--- src/rtl/hxd_pkg.sv ---
// Shared types and constants for the instruction fetch path.
package hxd_pkg;

  localparam int FETCH_XLEN       = 32;
  localparam int INST_WIDTH_BYTES = 4;

  typedef struct packed {
    logic [FETCH_XLEN-1:0] pc;
    logic [FETCH_XLEN-1:0] inst;
  } fetch_entry_t;

endpackage

--- src/rtl/sync_fifo.sv ---
// Single-clock FIFO with flush; simultaneous push and pop is allowed when full.
module sync_fifo
  import hxd_pkg::*;
#(
  parameter int WIDTH = $bits(fetch_entry_t),
  parameter int DEPTH = 4
) (
  input  logic                   clk_i,
  input  logic                   rst_n_i,
  input  logic                   push_i,
  input  logic                   pop_i,
  input  logic                   flush_i,
  input  logic [WIDTH-1:0]       data_i,
  output logic [WIDTH-1:0]       data_o,
  output logic                   full_o,
  output logic                   empty_o,
  output logic [$clog2(DEPTH):0] count_o
);

  localparam int AW = $clog2(DEPTH);
  localparam logic [AW:0]   FULL_CNT = (AW+1)'(DEPTH);
  localparam logic [AW:0]   CNT_ONE  = (AW+1)'(1);
  localparam logic [AW-1:0] PTR_ONE  = AW'(1);

  logic [WIDTH-1:0] mem_q [DEPTH];
  logic [AW-1:0]    rd_ptr_q, wr_ptr_q;
  logic [AW:0]      count_q, count_d;
  logic             do_push, do_pop;

  assign empty_o = (count_q == '0);
  assign full_o  = (count_q == FULL_CNT);
  assign do_pop  = pop_i & ~empty_o;
  // A pop in the same cycle frees the slot a full queue needs for the push.
  assign do_push = push_i & (~full_o | do_pop);

  always_comb begin
    count_d = count_q;
    if (do_push && !do_pop) begin
      count_d = count_q + CNT_ONE;
    end else if (do_pop && !do_push) begin
      count_d = count_q - CNT_ONE;
    end
  end

  always_ff @(posedge clk_i or negedge rst_n_i) begin
    if (!rst_n_i) begin
      for (int i = 0; i < DEPTH; i++) begin
        mem_q[i] <= '0;
      end
      rd_ptr_q <= '0;
      wr_ptr_q <= '0;
      count_q  <= '0;
    end else if (flush_i) begin
      rd_ptr_q <= '0;
      wr_ptr_q <= '0;
      count_q  <= '0;
    end else begin
      if (do_push) begin
        mem_q[wr_ptr_q] <= data_i;
        wr_ptr_q        <= wr_ptr_q + PTR_ONE;
      end
      if (do_pop) begin
        rd_ptr_q <= rd_ptr_q + PTR_ONE;
      end
      count_q <= count_d;
    end
  end

  assign data_o  = mem_q[rd_ptr_q];
  assign count_o = count_q;

endmodule

--- src/rtl/ifu_pfq.sv ---
// Instruction fetch unit with a prefetch queue: issues sequential IRAM reads
// ahead of decode, buffers {pc, inst} pairs and flushes on an EXU redirect.
module ifu_pfq
  import hxd_pkg::*;
#(
  parameter int              XLEN     = 32,
  parameter int              DEPTH    = 4,
  parameter logic [XLEN-1:0] RESET_PC = '0
) (
  input  logic                     clk_i,
  input  logic                     rst_n_i,
  input  logic                     redirect_en_i,
  input  logic [XLEN-1:0]          redirect_addr_i,
  output logic                     iram_rd_en_o,
  output logic [XLEN-1:0]          iram_rd_addr_o,
  input  logic [XLEN-1:0]          iram_rd_data_i,
  output logic                     inst_valid_o,
  input  logic                     inst_ready_i,
  output logic [XLEN-1:0]          inst_data_o,
  output logic [XLEN-1:0]          inst_pc_o,
  output logic [XLEN-1:0]          inst_pc_next_o,
  output logic [$clog2(DEPTH):0]   level_o
);

  localparam int LW = $clog2(DEPTH) + 1;
  localparam logic [XLEN-1:0] PC_STEP = XLEN'(INST_WIDTH_BYTES);
  localparam logic [LW:0]     DEPTH_W = (LW+1)'(DEPTH);

  logic [XLEN-1:0]   fetch_pc_q, fetch_pc_d;
  logic [XLEN-1:0]   inflight_pc_q;
  logic [XLEN-1:0]   redirect_pc;
  logic              inflight_q;
  logic              issue, pop, push, credit_ok;
  logic              fifo_full, fifo_empty;
  logic [LW-1:0]     count;
  logic [2*XLEN-1:0] head;
  logic              unused_addr_bits;

  assign redirect_pc      = {redirect_addr_i[XLEN-1:2], 2'b00};
  assign unused_addr_bits = ^redirect_addr_i[1:0];

  // Credit rule: queued plus in-flight entries never exceed DEPTH, so a
  // returning read always has a slot.
  assign credit_ok = ({1'b0, count} + {{LW{1'b0}}, inflight_q}) < DEPTH_W;
  assign pop       = inst_valid_o & inst_ready_i;
  assign issue     = rst_n_i & ~redirect_en_i & (credit_ok | pop);
  assign push      = inflight_q & ~redirect_en_i;

  always_comb begin
    fetch_pc_d = fetch_pc_q;
    if (redirect_en_i) begin
      fetch_pc_d = redirect_pc;
    end else if (issue) begin
      fetch_pc_d = fetch_pc_q + PC_STEP;
    end
  end

  always_ff @(posedge clk_i or negedge rst_n_i) begin
    if (!rst_n_i) begin
      fetch_pc_q    <= RESET_PC;
      inflight_q    <= 1'b0;
      inflight_pc_q <= '0;
    end else begin
      fetch_pc_q <= fetch_pc_d;
      inflight_q <= issue;
      if (issue) begin
        inflight_pc_q <= fetch_pc_q;
      end
    end
  end

  sync_fifo #(
    .WIDTH (2*XLEN),
    .DEPTH (DEPTH)
  ) u_queue (
    .clk_i   (clk_i),
    .rst_n_i (rst_n_i),
    .push_i  (push),
    .pop_i   (pop),
    .flush_i (redirect_en_i),
    .data_i  ({inflight_pc_q, iram_rd_data_i}),
    .data_o  (head),
    .full_o  (fifo_full),
    .empty_o (fifo_empty),
    .count_o (count)
  );

  assert property (@(posedge clk_i) disable iff (!rst_n_i)
                   !(push && fifo_full && !pop));

  assign iram_rd_en_o   = issue;
  assign iram_rd_addr_o = fetch_pc_q;
  assign inst_valid_o   = ~fifo_empty;
  assign inst_pc_o      = head[2*XLEN-1:XLEN];
  assign inst_data_o    = head[XLEN-1:0];
  assign inst_pc_next_o = head[2*XLEN-1:XLEN] + PC_STEP;
  assign level_o        = count;

endmodule
--- config.mk ---
export PLATFORM = sky130hd
export DESIGN_NAME = ifu_pfq
export DESIGN_NICKNAME = d
export VERILOG_FILES = /design/src/rtl/hxd_pkg.sv /design/src/rtl/sync_fifo.sv /design/src/rtl/ifu_pfq.sv
export SDC_FILE = /design/constraint.sdc
export NUM_CORES = 1
export LEC_CHECK = 0
export CORE_MARGIN = 2
export CORE_UTILIZATION = 37
export CTS_CLUSTER_SIZE = 28
export DETAILED_ROUTE_END_ITERATION = 6
export DONT_BUFFER_PORTS = 1
export PLACE_DENSITY_LB_ADDON = 0.1
export SKIP_CTS_REPAIR_TIMING = 1
export SYNTH_ARGS = -nofsm -noshare
export SYNTH_HDL_FRONTEND = slang
export SYNTH_HIERARCHICAL = 1
export SYNTH_SLANG_ARGS = --single-unit
--- constraint.sdc ---
create_clock -name clk_i -period 7.8 [get_ports clk_i]
set_input_delay 1.56 -clock clk_i [delete_from_list [all_inputs] [get_ports clk_i]]
set_output_delay 1.56 -clock clk_i [all_outputs]
set_load 0.02 [all_outputs]
==> metrics.yaml, run 1 <==
status: "finished clean"
holdPathEnd: "u_queue/mem_q[81]"
synth_cell_type_count: 52
ys_top_cells_by_count: "dfrtp_1 (324), mux2_1 (248), mux4_2 (64), mux2_2 (41), nor2_1 (34)"
fin_crit_ns: 5.75
postRouteAntennaNets: 0
min_path_cells: 1
layout-drive-gt1-share: 0.175
grt_overflow: 0
clock_latency_ns: 0.54
fin_ws_ns: 2.05
cts_buffers: 39
end_kind: "output port"
ys_top_cells_by_area: "dfrtp_1 (53%), mux2_1 (18%), mux4_2 (9.5%), mux2_2 (3.0%), xnor2_1 (1.6%)"
h-tree-depth: 2
dp_cells: 1534
n_antenna_cell: 0
relSlewSlack: 0.180
synth.avg_cell_area_sq_um: 14.5
start_util: 0.373
first_pass_iters: 4
cts_sinks: 324
gp_congestion: 0.726
fin_cells: 1602
r2r-start: "u_queue/count_o[0]"
nNetsFinal: 1118
die_h_um: 207
port_buffers: 0
finalCritPeriodShare: 0.737
first_global_vias: 9162
vdd_drop_max_mv: 0.124
total_power_mw: 4.81
arrival_ns: 4.19
netlist_area_sq_um: 15200
tightest_slew_ns: 1.22
max_freq_ghz: 0.174
final_util: 0.414
detailedPlace.worstSlack_ns: 2.44
tritoncts: "built"
finalHoldViolCount: 0
setup.worst_path.start_class: "register"
yosysWarnings: 6
ys.flop_type: "dfrtp_1"
critPathMaxFanout: 42
rows: 74
required_ns: 6.24
p_per_area_nw_per_um2: 285
seq_area_frac_synth: 0.533
hold_class: "reg2reg"
dieArea_sq_um: 42700
grt_antenna_before_repair: 0
yosysTopAreaCell: "dfrtp_1"
route.detailed.drc: 0
timing.hold.ws_ns: 0.477
area_growth_pct: 10.9
dr_total_vias: 8724
drt_iter0_markers: 449
fin_area_sq_um: 16900
clockRootBuffer: "clkbuf_16"
placed_area_sq_um: 15600
wl_per_cell_um: 22.0
dieWidth_um: 207
synth_edf_count: 0
synth_most_common_cell: "dfrtp_1"
cellLeakagePower_nw: 7.50
rsz0062_at_grt: "false"
async_flop_share: 1.00
min-delay-start: "u_queue/mem_q[81]"
drv_cap: 0
synth-seq-cells: 324
dp_hpwl_um: 21700
io_pins: 201
critPathKind: "reg2out"
grt_max_degree: 329
setup_viol: 0
skew_ns: 0.0112
grt_use_total: 0.171
yosysTopAreaCellShare: 0.533
fin_tns_setup_ns: 0
vias_per_cell: 5.45
synth_cells: 1050
cts_buffer_depth: 3
grt_pass1_wl_um: 55600
path_clk_slew_ns: 0.05
r2r_cells: 8
worstReg2RegEnd: "u_queue/mem_q[82]"
coreArea_sq_um: 40700
drv_slew: 0
rrSetupSlack_ns: 4.10
wirelength_um: 35300
flip-flops by register name, summed over array words and instances (netlist names):
name and flops:
u_queue/mem_q 256, inflight_pc_q 30, iram_rd_addr_o 30, u_queue/count_o 3, u_queue/rd_ptr_q 2, u_queue/wr_ptr_q 2
inflight_q 1
worst max path at each step:
| stage | start | cells past startpoint | to | slack (ns) |
|---|---|---|---|---|
| final | u_queue/rd_ptr_q[0] | 7 | inst_pc_next_o[18] | 2.05 |
| after global routing | u_queue/rd_ptr_q[0] | 7 | inst_pc_next_o[18] | 1.69 |
| after CTS | u_queue/rd_ptr_q[0] | 7 | inst_pc_next_o[18] | 1.83 |
| after detailed placement | u_queue/rd_ptr_q[0] | 7 | inst_pc_next_o[18] | 2.44 |
| after global placement | u_queue/rd_ptr_q[0] | 7 | inst_pc_next_o[18] | 2.44 |
| after floorplan | u_queue/rd_ptr_q[0] | 8 | inst_pc_next_o[26] | 3.42 |
layer usage:
metal	global-route usage	vias up	part of all wire
li1	-	3894	-
met1	0.227	4594	0.45
met2	0.270	188	0.46
met3	0.0542	48	0.064
met4	0.0441	0	0.019
met5	0	-	0
report_power, final:
part	total, mW	switching (mW)	internal, mW
Combinational	0.913	0.575	0.337
Sequential	2.12	0.195	1.92
Clock	1.77	0.692	1.08
cells in the final DEF (no fill, tap or decap), types with 3 or more instances in the layout:
master and count:
mux2_1 248, ha_1 6, and3_1 13, xor2_1 11, buf_4 13, or4_1 19
o211ai_1 4, nor2_1 34, nand4_1 17, a31oi_1 22, mux2i_1 3, nand2b_1 6
inv_1 11, o31ai_1 17, o21ai_0 13, mux4_2 64, nand3_1 26, clkbuf_8 6
dfrtp_1 322, nor2b_1 4, xnor2_1 28, and4_1 6, nor4bb_4 3, clkinv_2 6
nand2_1 29, clkbuf_1 11, conb_1 10, mux2_2 41, nor3_1 3, clkbuf_16 41
critical path, stage by stage, from the launching register on:
cell and delay [ns]:
dfrtp_4 1.01, buf_4 0.61, mux4_2 0.53, nand3_1 0.17, nor4b_2 0.30, buf_4 0.23
nand3_1 0.11, xnor2_1 0.60
final cells by class:
class                           count  area, sq um
Sequential cell                   324         8120
Clock buffer                       58         1150
Inverter                           12         45.0
Clock inverter                     10          105
Multi-Input combinational cell    653         6690
Fill cell                        3777        23900
Tap cell                          532          666
Timing Repair Buffer               13         97.6
logic make-up after synthesis:
| logic type | after synthesis | share of synthesized area |
|---|---|---|
| AO/OA/AOI/OAI | 69 | 0.0304 |
| XOR/XNOR | 39 | 0.0225 |
| adder cells (fa/ha/maj) | 7 | 0.00625 |
| buffers and inverters | 82 | 0.0327 |
| flip-flops | 324 | 0.533 |
| multiplexers | 356 | 0.311 |
| other | 1 | 0.000247 |
| AND/OR/NAND/NOR | 172 | 0.0642 |
Power figures use the tool's default switching activity.
==> run 2, diff against run 1 <==
==> constraint.sdc (replaced) <==
create_clock -name clk_i -period 5.7 [get_ports clk_i]
set_input_delay 1.14 -clock clk_i [delete_from_list [all_inputs] [get_ports clk_i]]
set_output_delay 1.14 -clock clk_i [all_outputs]
set_load 0.02 [all_outputs]
==> metrics.yaml, run 2 (same netlist as run 1, synthesis figures left out) <==
port_buffers: 0
critPathMaxFanout: 25
grt.busiest_layer: "met2"
max_freq_ghz: 0.205
status: "finished clean"
timing.hold.ws_ns: 0.306
skew_ns: 0.0213
cp-startpoint: "u_queue/rd_ptr_q[0]"
dieArea_sq_um: 42700
fin_tns_setup_ns: 0
critPathKind: "reg2out"
vias_per_cell: 5.44
first_pass_iters: 4
rows: 74
fin_crit_ns: 4.88
vdd_drop_max_mv: 0.177
die_h_um: 207
cellLeakagePower_nw: 7.55
grt_max_degree: 329
route.detailed.drc: 0
first_global_vias: 9139
wl_per_cell_um: 22.1
setup_viol: 0
grt_pass1_wl_um: 55400
cpPeakStageDelay_ns: 0.77
tightest_slew_ns: 1.30
area_growth_pct: 11.3
worstReg2RegEnd: "u_queue/mem_q[42]"
tritoncts: "built"
use_met3: 0.0532
top_register: "u_queue/mem_q"
hold_class: "in2async"
r2r_cells: 8
start_util: 0.373
relSlewSlack: 0.132
nNetsFinal: 1125
drt_iter0_markers: 426
arrival_ns: 3.74
cts_buffers: 40
finalCritPeriodShare: 0.856
drv_slew: 0
largest_register_ffs: 256
required_ns: 4.56
setup.worst_path.start_class: "register"
grt_use_total: 0.170
finalHoldViolCount: 0
grt.met2_usage: 0.270
h-tree-depth: 2
rsz0062_at_grt: "false"
cts_sinks: 324
critPathMostFrequentCell: "buf_4"
dieWidth_um: 207
cts_buffer_depth: 3
postRouteAntennaNets: 0
crit_chain: "buf_4, mux4_2, nand3_1, nor4b_2, buf_4, xor2_1"
grt_antenna_before_repair: 0
n_antenna_cell: 0
gp_congestion: 0.715
p_per_area_nw_per_um2: 389
dp_hpwl_um: 22000
coreArea_sq_um: 40700
path_clk_slew_ns: 0.05
dr_total_vias: 8769
drv_cap: 0
clock_latency_ns: 0.55
rrSetupSlack_ns: 2.00
layout_commonest_cell: "dfrtp_1"
r2r-start: "u_queue/count_o[2]"
io_pins: 201
clockRootBuffer: "clkbuf_16"
grt_overflow: 0
layout-drive-gt1-share: 0.182
final_cell_mix: "dfrtp_1 (322), mux2_1 (248), mux4_2 (64), mux2_2 (41), clkbuf_16 (41)"
wirelength_um: 35600
critPathSlowestCell: "dfrtp_4"
grt_use_met1: 0.228
end_kind: "output port"
-- run 2: routing by layer --
layer | wire length [um] | vias to the layer above
met4 | 609 | 0
met1 | 16100 | 4608
met2 | 16600 | 193
met5 | 0 | -
li1 | - | 3924
met3 | 2260 | 44
-- run 2: through the flow --
step	setup slack [ns]	total power [mW]	cells	util	instance area (sq um)
2_1_floorplan	1.74	3.92	1059	-	15200
3_3_place_gp	1.28	4.20	1540	0.384	15700
3_5_place_dp	1.27	4.23	1540	0.384	15700
4_1_cts	0.659	6.72	1611	0.415	16900
5_1_grt	0.493	6.95	1611	0.415	16900
6_report	0.822	6.59	1611	0.415	16900
-- run 2: critical path, delay by kind of cell (launching register included) --
kind | cells | cell delay, ns
simple gates | 2 | 0.47
buf+inv | 2 | 0.79
mux | 1 | 0.52
xor+xnor | 1 | 0.61
flops | 1 | 0.77
-- run 2: final cells by class --
| class | count | area, sq um |
|---|---|---|
| fill | 3832 | 23800 |
| sequential | 324 | 8120 |
| multi-input combinational | 653 | 6690 |
| clock buffer | 63 | 1220 |
| tap | 532 | 666 |
| timing repair buffer | 19 | 143 |
| clock inverter | 8 | 50.0 |
| inverter | 12 | 45.0 |
-- run 2: worst max path at each step --
stage                    endpoint  slack (ns)  depth (start not counted)
2_1_floorplan  inst_pc_next_o[26]        1.74                          8
3_3_place_gp   inst_pc_next_o[16]        1.28                          6
3_5_place_dp   inst_pc_next_o[16]        1.27                          6
4_1_cts        inst_pc_next_o[16]        0.66                          6
5_1_grt        inst_pc_next_o[28]        0.49                          7
6_report       inst_pc_next_o[16]        0.82                          6
-- run 2: power by group --
| group | switching, mW | internal (mW) |
|---|---|---|
| logic | 0.795 | 0.471 |
| clock network | 0.960 | 1.46 |
| registers | 0.265 | 2.63 |
| total | 2.02 | 4.57 |
==> run 3, diff against run 2 <==
--- a/config.mk
+++ b/config.mk
@@ -5,6 +5,7 @@
 export SDC_FILE = /design/constraint.sdc
 export NUM_CORES = 1
 export LEC_CHECK = 0
+export ABC_CLOCK_PERIOD_IN_PS = 5250
 export CORE_MARGIN = 2
 export CORE_UTILIZATION = 37
 export CTS_CLUSTER_SIZE = 28
==> constraint.sdc (replaced) <==
create_clock -name clk_i -period 5.25 [get_ports clk_i]
set_input_delay 1.05 -clock clk_i [delete_from_list [all_inputs] [get_ports clk_i]]
set_output_delay 1.05 -clock clk_i [all_outputs]
set_load 0.02 [all_outputs]
==> metrics.yaml, run 3 (same netlist as run 1, synthesis figures left out) <==
area.sequential_sq_um: 8120
gp_congestion: 0.732
setup_viol: 0
worstReg2RegEnd: "u_queue/mem_q[134]"
coreArea_sq_um: 40700
status: "finished clean"
route.detailed.drc: 0
clockRootBuffer: "clkbuf_16"
cts_buffer_depth: 3
drt_iter0_markers: 425
rrSetupSlack_ns: 1.95
rows: 74
cts_sinks: 324
fin_tns_setup_ns: 0
r2r-start: "u_queue/count_o[2]"
start_util: 0.373
largest_register_ffs: 256
io_pins: 201
p_per_area_nw_per_um2: 426
dieArea_sq_um: 42700
drv_cap: 0
dr_total_vias: 8789
wirelength_um: 35900
grt_use_met1: 0.229
first_pass_iters: 4
final_cell_mix: "dfrtp_1 (322), mux2_1 (248), mux4_2 (64), mux2_2 (41), clkbuf_16 (39)"
path_clk_slew_ns: 0.05
critPathMaxFanout: 37
use_met3: 0.0414
grt_use_total: 0.172
area_growth_pct: 11.9
first_global_vias: 9318
grt_max_degree: 329
skew_ns: 0.0173
critPathSlowestCell: "dfrtp_4"
cellLeakagePower_nw: 7.60
fill_cells: 3784
top_register: "u_queue/mem_q"
layout-drive-gt1-share: 0.188
max_freq_ghz: 0.225
finalHoldViolCount: 0
port_buffers: 0
wl_per_cell_um: 22.1
r2r_cells: 8
critPathKind: "reg2out"
n_antenna_cell: 0
critPathMostFrequentCell: "buf_4"
layout_commonest_cell: "dfrtp_1"
vdd_drop_max_mv: 0.177
tritoncts: "built"
total_power_mw: 7.25
clock_latency_ns: 0.55
crit_chain: "mux4_2, ha_1, and4_1, nor4b_2, buf_4, nand4_1, xnor2_1, buf_4"
grt_overflow: 0
arrival_ns: 3.39
cpPeakStageDelay_ns: 0.87
multiInputGateArea_sq_um: 6690
grt.met2_usage: 0.278
grt.busiest_layer: "met2"
dieWidth_um: 207
tightest_slew_ns: 1.21
required_ns: 4.20
setup.worst_path.start_class: "register"
h-tree-depth: 2
cts_buffers: 39
hold_class: "in2async"
dp_hpwl_um: 22300
grt_antenna_before_repair: 0
grt_pass1_wl_um: 55900
rsz0062_at_grt: "false"
die_h_um: 207
relSlewSlack: 0.189
nNetsFinal: 1135
end_kind: "output port"
postRouteAntennaNets: 0
vias_per_cell: 5.43
finalCritPeriodShare: 0.845
fin_crit_ns: 4.44
drv_slew: 0
-- run 3: cell types whose count changed in the layout (fill, tap and decap cells not counted) --
| cell | before | now |
|---|---|---|
| buf_12 | 0 | 1 |
| buf_4 | 19 | 29 |
| bufinv_16 | 0 | 3 |
| clkbuf_1 | 11 | 12 |
| clkbuf_16 | 41 | 39 |
| clkbuf_8 | 11 | 8 |
| clkinv_2 | 5 | 4 |
| clkinvlp_4 | 1 | 0 |
| inv_6 | 2 | 3 |
-- run 3: worst max path at each step --
stage | from | cells after the start | end | slack, ns
global route | u_queue/rd_ptr_q[1] | 8 | inst_pc_next_o[30] | 0.61
CTS | u_queue/rd_ptr_q[1] | 8 | inst_pc_next_o[26] | 0.76
finish | u_queue/rd_ptr_q[1] | 8 | inst_pc_next_o[28] | 0.81
detailed placement | u_queue/rd_ptr_q[1] | 8 | inst_pc_next_o[26] | 1.34
global placement | u_queue/rd_ptr_q[1] | 8 | inst_pc_next_o[26] | 1.33
floorplan | u_queue/rd_ptr_q[0] | 8 | inst_pc_next_o[26] | 1.38
-- run 3: critical path: cells and delay by family (launching register included) --
family | cells | cell delay (ns)
and+or+nand+nor | 3 | 0.66
buffers and inverters | 2 | 0.40
adders and majority gates | 1 | 0.24
DFF | 1 | 0.87
xor gates and xnor gates | 1 | 0.18
muxes | 1 | 0.48
-- run 3: final cells by class --
type	instances	area share
multi-input combinational	653	0.393
sequential	324	0.477
timing repair buffer	30	0.0140
tap	532	0.0391
inverter	12	0.00265
clock inverter	10	0.00801
clock buffer	59	0.0665
-- run 3: power by group --
part | switching [mW] | internal [mW] | total, mW
Sequential | 0.293 | 2.86 | 3.15
Clock | 1.05 | 1.63 | 2.68
Combinational | 0.872 | 0.542 | 1.41
-- run 3: stage by stage --
| step | hold slack, ns | instances | area (sq um) | utilization | setup slack, ns |
|---|---|---|---|---|---|
| after global routing | 0.170 | 1620 | 17000 | 0.418 | 0.606 |
| final | 0.200 | 1620 | 17000 | 0.418 | 0.813 |
| after detailed placement | 0.469 | 1551 | 15700 | 0.387 | 1.34 |
| after CTS | 0.166 | 1620 | 17000 | 0.418 | 0.761 |
| after floorplan | 0.452 | 1059 | 15200 | - | 1.38 |
| after global placement | 0.462 | 1551 | 15700 | 0.387 | 1.33 |
-- run 3: per-layer routing --
| metal | vias up | wire [um] |
|---|---|---|
| met1 | 4645 | 16300 |
| met5 | - | 0 |
| met4 | 0 | 655 |
| met3 | 42 | 1960 |
| li1 | 3925 | - |
| met2 | 177 | 16900 |
